[src/rtl/layer_mem_arbiter.sv]
// Two-requester arbiter in front of the layer memories, with bursts of up to BURST_MAX beats.
// Define ARB_ROUND_ROBIN_EN to use round-robin contests from IDLE; without it, requester 0 has fixed priority.
module layer_mem_arbiter #(
   parameter int unsigned BURST_MAX = 16
) (
   input  logic        clk,
   input  logic        reset,
   input  logic        req0,
   input  logic        req1,
   input  logic        we0,
   input  logic        we1,
   input  logic [2:0]  sel0,
   input  logic [2:0]  sel1,
   input  logic [11:0] addr0,
   input  logic [11:0] addr1,
   input  logic [19:0] wdata0,
   input  logic [19:0] wdata1,
   output logic        gnt0,
   output logic        gnt1,
   output logic        rvalid0,
   output logic        rvalid1,
   output logic [19:0] rdata,
   output logic        cwr,
   output logic        crd,
   output logic [2:0]  csel,
   output logic [11:0] caddr_wr,
   output logic [11:0] caddr_rd,
   output logic [19:0] cdata_wr,
   input  logic [19:0] cdata_rd
);

   localparam logic [1:0] IDLE   = 2'd0;
   localparam logic [1:0] GRANT0 = 2'd1;
   localparam logic [1:0] GRANT1 = 2'd2;
   localparam logic [7:0] BMAX   = 8'(BURST_MAX);

   logic [1:0]  state, state_nx;
   logic [7:0]  cnt, cnt_nx, cnt_inc;
   logic        acc0, acc1, acc;
   logic        pick1, rd_src;
   logic        we_m;
   logic [2:0]  sel_m;
   logic [11:0] addr_m;
   logic [19:0] wdata_m;

   assign gnt0    = (state == GRANT0);
   assign gnt1    = (state == GRANT1);
   assign acc0    = req0 & gnt0;
   assign acc1    = req1 & gnt1;
   assign acc     = acc0 | acc1;
   assign cnt_inc = cnt + 8'd1;
   assign we_m    = acc1 ? we1    : we0;
   assign sel_m   = acc1 ? sel1   : sel0;
   assign addr_m  = acc1 ? addr1  : addr0;
   assign wdata_m = acc1 ? wdata1 : wdata0;

`ifdef ARB_ROUND_ROBIN_EN
   logic last;

   // Resets to 1 so the first contest goes to requester 0.
   always_ff @(posedge clk or posedge reset) begin
      if (reset)
         last <= 1'b1;
      else if (state_nx == GRANT0)
         last <= 1'b0;
      else if (state_nx == GRANT1)
         last <= 1'b1;
   end

   assign pick1 = ~last;
`else
   assign pick1 = 1'b0;
`endif

   always_comb begin
      state_nx = state;
      cnt_nx   = cnt;
      case (state)
         IDLE: begin
            cnt_nx = 8'd0;
            if (req0 && req1)
               state_nx = pick1 ? GRANT1 : GRANT0;
            else if (req0)
               state_nx = GRANT0;
            else if (req1)
               state_nx = GRANT1;
         end
         GRANT0: begin
            if (!req0 || cnt_inc == BMAX) begin
               cnt_nx = 8'd0;
               if (req1)
                  state_nx = GRANT1;
               else if (req0)
                  state_nx = GRANT0;
               else
                  state_nx = IDLE;
            end else begin
               cnt_nx = cnt_inc;
            end
         end
         GRANT1: begin
            if (!req1 || cnt_inc == BMAX) begin
               cnt_nx = 8'd0;
               if (req0)
                  state_nx = GRANT0;
               else if (req1)
                  state_nx = GRANT1;
               else
                  state_nx = IDLE;
            end else begin
               cnt_nx = cnt_inc;
            end
         end
         default: begin
            state_nx = IDLE;
            cnt_nx   = 8'd0;
         end
      endcase
   end

   always_ff @(posedge clk or posedge reset) begin
      if (reset) begin
         state <= IDLE;
         cnt   <= 8'd0;
      end else begin
         state <= state_nx;
         cnt   <= cnt_nx;
      end
   end

   // rd_src remembers who owns the read now in the crd stage.
   always_ff @(posedge clk or posedge reset) begin
      if (reset) begin
         cwr      <= 1'b0;
         crd      <= 1'b0;
         csel     <= 3'd0;
         caddr_wr <= 12'd0;
         caddr_rd <= 12'd0;
         cdata_wr <= 20'd0;
         rd_src   <= 1'b0;
         rdata    <= 20'd0;
         rvalid0  <= 1'b0;
         rvalid1  <= 1'b0;
      end else begin
         cwr     <= acc & we_m;
         crd     <= acc & ~we_m;
         csel    <= acc ? sel_m : 3'd0;
         rvalid0 <= crd & ~rd_src;
         rvalid1 <= crd & rd_src;
         if (crd)
            rdata <= cdata_rd;
         if (acc && we_m) begin
            caddr_wr <= addr_m;
            cdata_wr <= wdata_m;
         end
         if (acc && !we_m) begin
            caddr_rd <= addr_m;
            rd_src   <= acc1;
         end
      end
   end

endmodule

[config.mk]
export PLATFORM = sky130hd
export DESIGN_NAME = layer_mem_arbiter
export DESIGN_NICKNAME = d
export VERILOG_FILES = /design/src/rtl/layer_mem_arbiter.sv
export SDC_FILE = /design/constraint.sdc
export NUM_CORES = 1
export LEC_CHECK = 0
export CAP_MARGIN = 5
export CORE_MARGIN = 2
export CORE_UTILIZATION = 30
export CTS_CLUSTER_DIAMETER = 150
export DETAILED_ROUTE_END_ITERATION = 7
export GPL_ROUTABILITY_DRIVEN = 0
export SYNTH_ARGS = -nofsm -noshare
export SYNTH_HDL_FRONTEND = slang
export SYNTH_SLANG_ARGS = --single-unit
[constraint.sdc]
create_clock -name clk -period 2.5 [get_ports clk]
set_input_delay 0.5 -clock clk [delete_from_list [all_inputs] [get_ports clk]]
set_output_delay 0.5 -clock clk [all_outputs]
set_load 0.05 [all_outputs]
== After elaboration in Yosys (flattened, before gate mapping) ==
Cells that the tools add are included.
Word-level totals
  memories kept: 0
  word-level logic and storage cells: 56
  bits in read-only memories: 0
  memory bits (writable): 0
  bits in latches: 0
  flip-flop bits (word level): 82
  output and inout port bits: 73
Operators by class
  $add $sub $neg: 1
  eq/ne operators: 6
  mux-type cells: 18
  multiply operators: 0
  reductions and logical operators: 10
  order comparisons: 0
  bitwise operators: 9
  divide/modulo/power cells: 0
  shift operators: 0
Operator list (number)
  $mux W20: 1
  $mux W2: 8
  $mux W8: 2
  $pmux W8 S2: 1
  $mux W12: 1
  $add A8 B1 Y8 const B: 1
  $eq A8 B5 Y1 const B: 1
  $and A1 B1 Y1: 6
  $mux W3: 2
  $pmux W2 S3: 1
  $ne A2 B1 Y1 const B: 2
  $ne A4 B4 Y1 const B: 1
  $logic_and A1 B1 Y1: 3
  $logic_not A1 Y1: 3
  $reduce_and A3 Y1: 1
  $eq A2 B1 Y1 const B: 1
  $eq A2 B2 Y1 const B: 1
  $logic_not A2 Y1: 1
  $logic_or A1 B1 Y1: 2
  $mux W1: 2
  $not A1 Y1: 2
  $or A1 B1 Y1: 1

== Logic depth before layout (Yosys ltp) ==
  depth in word-level cells: 5
  gate-level depth with buffers: 10

== Worst setup path before layout ==
Ideal clock, no wire load.
  kind: register -> register
  start: register state[0]
  end: register cdata_wr[0]
  arrival time: 2004 ps
  buffers on the path: 3
  slack: 366 ps
  stages on the path, launching flop included: 11
  period minus slack after synthesis: 2134 ps
  cell sequence: dfrtp_1 inv_1 ha_1 and2_1 buf_4 nor2_2 a22o_1 buf_4 buf_4 nor2_1 a31oi_1
Between the ends
  longest elaborated chain between the ends: 4
Ends and longest elaborated chain
  start, declared: line 37  | logic [1:0] state, state_nx;
  start signal, assigned: line 126  | state <= state_nx;
  $eq A2 B2 Y1 *: line 47  | assign gnt1 = (state == GRANT1);
  via gnt1: line 19  | output logic gnt1,
  $and A1 B1 Y1 *: line 49  | assign acc1 = req1 & gnt1;
  $or A1 B1 Y1 or $mux W1 (tied branches): line 50, 52
  $logic_and A1 B1 Y1: line 152  | if (acc && we_m) begin
  end signal, assigned: line 154  | cdata_wr <= wdata_m;
  end, declared: line 28  | output logic [19:0] cdata_wr,
The timed path passes the listed nets; every way through them passes the cells marked *.
A chain may end at the register's enable or synchronous reset.

== Final worst setup path ==
  start: register state[0]
  end: output gnt1
Between the ends
  longest elaborated chain between the ends: 1
Ends and longest elaborated chain (line)
  $eq A2 B2 Y1: 47
  end, declared: 19
No other way between the ends.

==> flow_summary.toml <==
[clocking]
clock_path_buffers = 2
cts_root_buf = "clkbuf_16"
cts_tree = "built"
clk_pin_slew_worst_paths_ns = 0.06
cts_made_buffers = 9
post-cts-setup-buffers = 0
clk_latency_ns = 0.33
h-tree-depth = 3
cts_num_sinks = 82

[yosys]
syn_area_um2 = 3486
syn_inst = 323
yosysTopAreaCellShare_pct = 58.87
synth_area_leader_cell = "dfrtp_1"
yosys.cell_types.count = 36
synth_area_leaders = "dfrtp_1 59%, mux2_2 6.5%, nor2_1 5.8%"
synthArstFlopShare_pct = 100.0
ys_seq_elements = 82
synth_flop_cell = "dfrtp_1"
syn_area_per_cell_um2 = 10.79
synthesis.nets = 424
ys_warn_count = 0
synth_edf_count = 0
yosysSeqAreaShare_pct = 58.87

[setup_path]
startpoint_type = "flop"
crit_arrival_ns = 1.89
cp_data_required_time_ns = 2.00
cp_num_buf_inv = 2
worstSetupPathType = "reg -> out"
cp-end-kind = "output pin"
r2r_start = "state[0]"
max_stage_delay_ns = 0.83
timing.rr.end = "caddr_wr[1]"
rrSetupSlack_ns = 0.65
cpLargestDelayFamily = "buffers and inverters"
worstRegToRegCells = 8
crit_fanout = 4
cp_slowest_cell = "clkdlybuf4s50_1"
crit_chain = "inv_1 > ha_1 > clkdlybuf4s50_1"

[placed_design]
port_buffers = 168
post-place-ws_ns = 0.3729
dpl.cell_count = 627
dp_hpwl_mm = 6.980

[timing]
hold_viol_final = 0
fin_skew_ns = 0.004670
slew_headroom_pct = 62.77
fmax_mhz = 418.4
tns_ns = 0
tightest_slew_ns = 0.5567
rsz0062_at_grt = "false"
slew_viol_final = 0
fin_crit_ns = 2.390
finalWorstSetupSlack_ns = 0.1101
final.period_utilization_pct = 95.60
finalSetupViolations = 0

[min_path]
worstHoldPathType = "reg -> reg"
holdCritStartpoint = "rd_src"
hold_depth = 1
min_to = "rvalid0"

[layout]
finalNonFillerCells = 643
nNetsFinal = 596
synthToLayoutAreaGrowth_pct = 64.54
drive_gt1_share_pct = 11.80
diodes = 0

[global_route]
grt_overflow_total = 0
grtUsageTotal_pct = 16.00
antenna_found_initial = 0
grt_first_pass_wirelength_mm = 15.91
grt_pass1_vias = 3198
grt_max_degree = 83

[die]
die_y_um = 111.8
fp.dieW_um = 111.8
ios = 169
start_util_pct = 30.66
dieArea_um2 = 12500
fp-row-count = 39
coreArea_um2 = 11370

[run]
max_cap_violations = 0

[route]
ant_nets = 0
drc = 0
first_iter_violations = 130
wl_per_cell_um = 15.02
drt-total-wl_mm = 9.658
vias = 2967
vias_per_cell = 4.614
first_pass_iters = 4

[outcome]
status = "completed"

[pwr]
power.density_nw_per_um2 = 1430
irDropWorstVdd_mv = 0.8499
leakage_nw = 2.364
[worst max-delay path by stage]
stage / startpoint / slack [ns] / end / cells after the start
floorplan: state[0] / 0.37 / cdata_wr[0] / 10
global placement: req1 / 0.45 / rd_src / 6
detailed placement: req1 / 0.37 / cdata_wr[18] / 7
CTS: state[1] / 0.05 / gnt0 / 3
global route: state[0] / 0.02 / gnt1 / 3
finish: state[0] / 0.11 / gnt1 / 3
[flip-flops by register name, summed over array words and instances (netlist names)]
name / count
rvalid0: 1
cdata_wr: 20
caddr_rd: 12
cnt: 8
state: 2
crd: 1
rdata: 20
caddr_wr: 12
cwr: 1
rvalid1: 1
csel: 3
rd_src: 1
[layer usage]
| metal | up-vias | track usage [%] | routed length [µm] |
|---|---|---|---|
| met4 | 0 | 5.350 | 171 |
| li1 | 1446 | - | - |
| met2 | 109 | 27.11 | 4647 |
| met3 | 13 | 5.008 | 674 |
| met1 | 1399 | 19.38 | 4165 |
| met5 | - | 0 | 0 |
[power by group]
part,total (mW),internal (mW),switching (mW)
Combinational,4.39,1.54,2.84
Sequential,2.20,1.90,0.305
Clock,1.61,1.08,0.537
[timing repair]
item | in CTS | in global routing
hold buffers | 0 | 0
resized for setup | 0 | 1
hold endpoints to repair | 0 | 0
endpoints found under the setup margin | 0 | 1
[cells in the mapped netlist (all sizes together) (2+ instances only)]
master   n
xor2     3
nand2b   2
clkbuf   7
dfrtp   82
nand3    4
a21oi   26
inv      5
a31oi   20
o22ai    2
and2     2
nand2   49
a32o     2
and4     2
ha       5
buf     10
mux2i   12
xnor2    2
nor2    55
a22o     4
mux2    20
[layout by cell type, fill, tap and decap left out, types with 4 or more instances in the layout]
cell type,Yosys,layout
a21oi_1,25,25
a31oi_1,20,20
buf_4,4,9
bufinv_16,0,4
clkbuf_16,0,9
clkdlybuf4s50_1,0,166
dfrtp_1,82,82
ha_1,5,5
inv_1,5,4
mux2_2,20,20
mux2i_1,12,12
nand2_1,49,49
nor2_1,54,54
[cells by family after synthesis]
family                     share of synthesized area, %
muxes                                             9.907
AOI/OAI and AO/OA                                 10.98
DFF                                               58.87
xor gates and xnor gates                          1.257
and+or+nand+nor                                   14.25
adders and majority gates                         1.795
buffers and inverters                             2.944
[area by class of cell]
class | instances | area (µm²)
sequential | 82 | 2052
tap | 143 | 178.9
multi-input combinational | 219 | 1334
clock inverter | 7 | 141.4
fill | 1077 | 5634
inverter | 5 | 22.52
clock buffer | 9 | 225.2
timing repair buffer | 178 | 1782
[worst reg2reg max path: cells and delay by family (launching register included)]
family / cells / cell delay, ns
adder cells (fa/ha/maj): 1 / 0.24
AO/OA/AOI/OAI: 2 / 0.33
buffers and inverters: 2 / 0.35
AND/OR/NAND/NOR: 3 / 0.46
flip-flops: 1 / 0.40
[metrics by stage]
step	utilization [%]	power [mW]	cell area, µm²	hold WS [ns]
2_1_floorplan	-	5.065	3490	0.4169
3_3_place_gp	47.20	6.594	5366	0.4477
3_5_place_dp	47.20	6.658	5366	0.4597
4_1_cts	50.42	8.302	5733	0.4686
5_1_grt	50.45	8.627	5736	0.4865
6_report	50.45	8.201	5736	0.4666
(Power assumes the default switching activity.)
==> RTL edit 1 (same settings) <==
The option `ARB_ROUND_ROBIN_EN` is turned on by a define.
--- a/src/rtl/layer_mem_arbiter.sv
+++ b/src/rtl/layer_mem_arbiter.sv
@@ -1,5 +1,7 @@
 // Two-requester arbiter in front of the layer memories, with bursts of up to BURST_MAX beats.
 // Define ARB_ROUND_ROBIN_EN to use round-robin contests from IDLE; without it, requester 0 has fixed priority.
+`define ARB_ROUND_ROBIN_EN
+
 module layer_mem_arbiter #(
    parameter int unsigned BURST_MAX = 16
 ) (
Function: changed (a bounded check fails within 4 cycles, from zero or initial values and one cycle with reset high).
==> RTL edit 1 against the original RTL <==
- the run now ends with design-rule violations left
- final area rose by 1.7%
- non-clock buffer count is 1 higher
- sequential cell count increased by 1
- worst setup slack improved by 160 ps
- power down 0.46%
- wire length decreased by 2.5%
- die area rose by 2.5%
- synthesized area increased by 2.5%
==> RTL edit 1: results (changes against the original RTL) <==
* Drt drc at 9 (was 0)
* FF-to-FF setup slack at 300 ps (was 650 ps)
* Post-synthesis mux area share at 10.50% (was 9.907%)
* Top area cells in the synthesized netlist: dfrtp_1 57%, mux2_2 6.3%, nor2_1 5.8% (was dfrtp_1 59%, mux2_2 6.5%, nor2_1 5.8%)
* Post-synthesis sequential area ratio at 58.14% (was 58.87%)
* Violated checks: design-rule violations
* Max VDD drop at 0.0007274 V (was 0.0008499 V)
* CP max-delay cell: dlygate4sd2_1 (was clkdlybuf4s50_1)
* CP Max Fanout at 6 (was 4)
* First-pass GRT wire length at 15220 um (was 15910 um)
* Worst Setup EP: gnt0 (was gnt1)
* Outcome: finished with violations (was finished clean)
* CP arrival at 1730 ps (was 1890 ps)
* CP startpoint: state[1] (was state[0])
* Routed wl met2 at 4569 um (was 4647 um)
* Syn Nets at 438 (was 424)
* PostCTS Resize Cnt at 1 (was 0)
* Post-synth cell types at 34 (was 36)
* Largest net degree at the start of global routing at 66 (was 83)
* Number of global-route vias before repair at 3088 (was 3198)
* Synth Area in Adders at 2.100% (was 1.795%)
* Drt wl/cell at 14.36 um (was 15.02 um)
* R2r startpoint: cnt[0] (was state[0])
* Met1 Wirelength at 3992 um (was 4165 um)
* Met3 Wirelength at 784 um (was 674 um)
* Nets at 610 (was 596)
* Area after DPL at 0.005499 mm^2 (was 0.005366 mm^2)
* Detailed Routing Iterations Pass 1 at 6 (was 4)
* Final hold slack at 436.9 ps (was 466.6 ps)
* Worst reg2reg endpoint: last (was caddr_wr[1])
* Final Routed Wirelength at 9421 um (was 9658 um)
[RTL edit 1: cell types whose count changed in the layout (fill, tap and decap cells not counted), moves of 2 or more]
cell and delta:
nand2b_1 -2, buf_12 +2, a21oi_1 +3, inv_1 +2, xnor2_1 +2, mux2i_1 +3
clkinv_4 +2, bufinv_16 -2, o21ai_0 +2, a32o_1 -2, xor2_1 -2
[RTL edit 1: per-layer routing]
| metal | track usage, % | vias up |
|---|---|---|
| met2 | 25.55 | 101 |
| met5 | 0 | - |
| li1 | - | 1496 |
| met4 | 3.659 | 0 |
| met1 | 18.03 | 1433 |
| met3 | 5.088 | 7 |
[RTL edit 1: report_power, final]
| group | switching [mW] | internal (mW) |
|---|---|---|
| Sequential | 0.315 | 1.93 |
| Clock | 0.520 | 0.908 |
| Combinational | 2.90 | 1.60 |
[RTL edit 1: layout make-up]
type	instances	area [um^2]
timing repair buffer	179	1813
inverter	7	30.03
clock buffer	11	242.7
fill	1071	5682
multi-input combinational	228	1405
clock inverter	5	86.33
sequential	83	2078
tap	143	178.9
==> RTL edit 2 (config.mk and constraints unchanged) <==
Without the edit above. Set the parameter `BURST_MAX` to 15 (it was 16).
--- a/src/rtl/layer_mem_arbiter.sv
+++ b/src/rtl/layer_mem_arbiter.sv
@@ -1,7 +1,7 @@
 // Two-requester arbiter in front of the layer memories, with bursts of up to BURST_MAX beats.
 // Define ARB_ROUND_ROBIN_EN to use round-robin contests from IDLE; without it, requester 0 has fixed priority.
 module layer_mem_arbiter #(
-   parameter int unsigned BURST_MAX = 16
+   parameter int unsigned BURST_MAX = 15
 ) (
    input  logic        clk,
    input  logic        reset,
Check against the original RTL: same outputs for any inputs over 10 cycles, from zero or initial values and one cycle with reset high; that may be too few to reach the edited logic, so the function may still have changed.
==> RTL edit 2 against the original RTL <==
- final area decreased by 1.2%
- clock power is 19% lower
- power fell by 6.4%
- worst hold slack got worse by 17 ps
- sequential cell count unchanged
- sequential power decreased by 2%
- count of clock-buffer cells in the layout up 5
- wire length fell by 8.1%
- core utilization fell by 0.61 points
- register-to-register slack got worse by 220 ps
- critical path depth unchanged
- cell count decreased by 2.8%
- synthesized area up 0.11%
- worst setup slack lost 13 ps
- critical path type unchanged
==> RTL edit 2: results (changes against the original RTL) <==
* Number of global-route vias before repair at 2760 (was 3198)
* Outcome: finished clean (unchanged)
* Final hold slack at 449.7 ps (was 466.6 ps)
* Worst Reg2Reg Path Length in Cells at 6 (was 8)
* Top area cells in the synthesized netlist: dfrtp_1 59%, mux2i_1 9.5%, mux2_2 6.5% (was dfrtp_1 59%, mux2_2 6.5%, nor2_1 5.8%)
* Multi-input gates at 202 (was 219)
* Fillers at 1093 (was 1077)
* Non-CTS inverters at 7 (was 5)
* Layout cells sized above 1 at 9.959% (was 11.80%)
* Area after DPL at 0.005368 mm^2 (was 0.005366 mm^2)
* Inst Count DP at 609 (was 627)
* Clk cell area share at 5.277% (was 6.392%)
* Leakage power at 2.345 nW (was 2.364 nW)
* Worst Setup EP: gnt0 (was gnt1)
* Overall Global Routing Usage at 14.11% (was 16.00%)
* Top post-synthesis cells by count: 82 x dfrtp_1, 45 x nand2_1, 33 x mux2i_1 (was 82 x dfrtp_1, 54 x nor2_1, 49 x nand2_1)
* Syn Nets at 409 (was 424)
* Chip width at 111.9 um (was 111.8 um)
* CP startpoint: state[1] (was state[0])
* Synth Area in Adders at 2.151% (was 1.795%)
* Post-synthesis mux area share at 15.92% (was 9.907%)
* Sequential cell count at 82 (unchanged)
* Drt wl/cell at 14.20 um (was 15.02 um)
* Post-DP HPWL at 6640 um (was 6980 um)
* Fraction of standard cell area in multi-input logic at 23.60% (was 23.25%)
* First-pass GRT wire length at 13990 um (was 15910 um)
==> RTL edit 2: cell count changes after synthesis, sizes merged, moves of 4 or more <==
cell and delta:
buf +4, nor2 -33, a21oi -10, a31oi -20, mux2i +21, o21ai +34, nand2 -4, a22o -4
clkbuf -5
==> RTL edit 2: power by group <==
| group | internal [mW] | switching [mW] | leakage, nW |
|---|---|---|---|
| Combinational | 1.49 | 2.71 | 1.18 |
| Clock | 0.828 | 0.479 | 0.147 |
| Sequential | 1.87 | 0.291 | 1.02 |
| Total | 4.19 | 3.48 | 2.34 |
==> RTL edit 2: per-layer routing <==
metal	vias to the layer above	GRT usage, %	wire length [um]
met5	-	0	0
met4	0	4.691	99
met3	11	4.573	793
met2	122	23.68	4250
met1	1294	17.20	3731
li1	1387	-	-
==> RTL edit 2: cell families after synthesis <==
family | after synthesis
buf+inv | 23
flops | 82
simple gates | 82
compound gates | 56
mux | 53
xor+xnor | 5
fa+ha+maj | 6
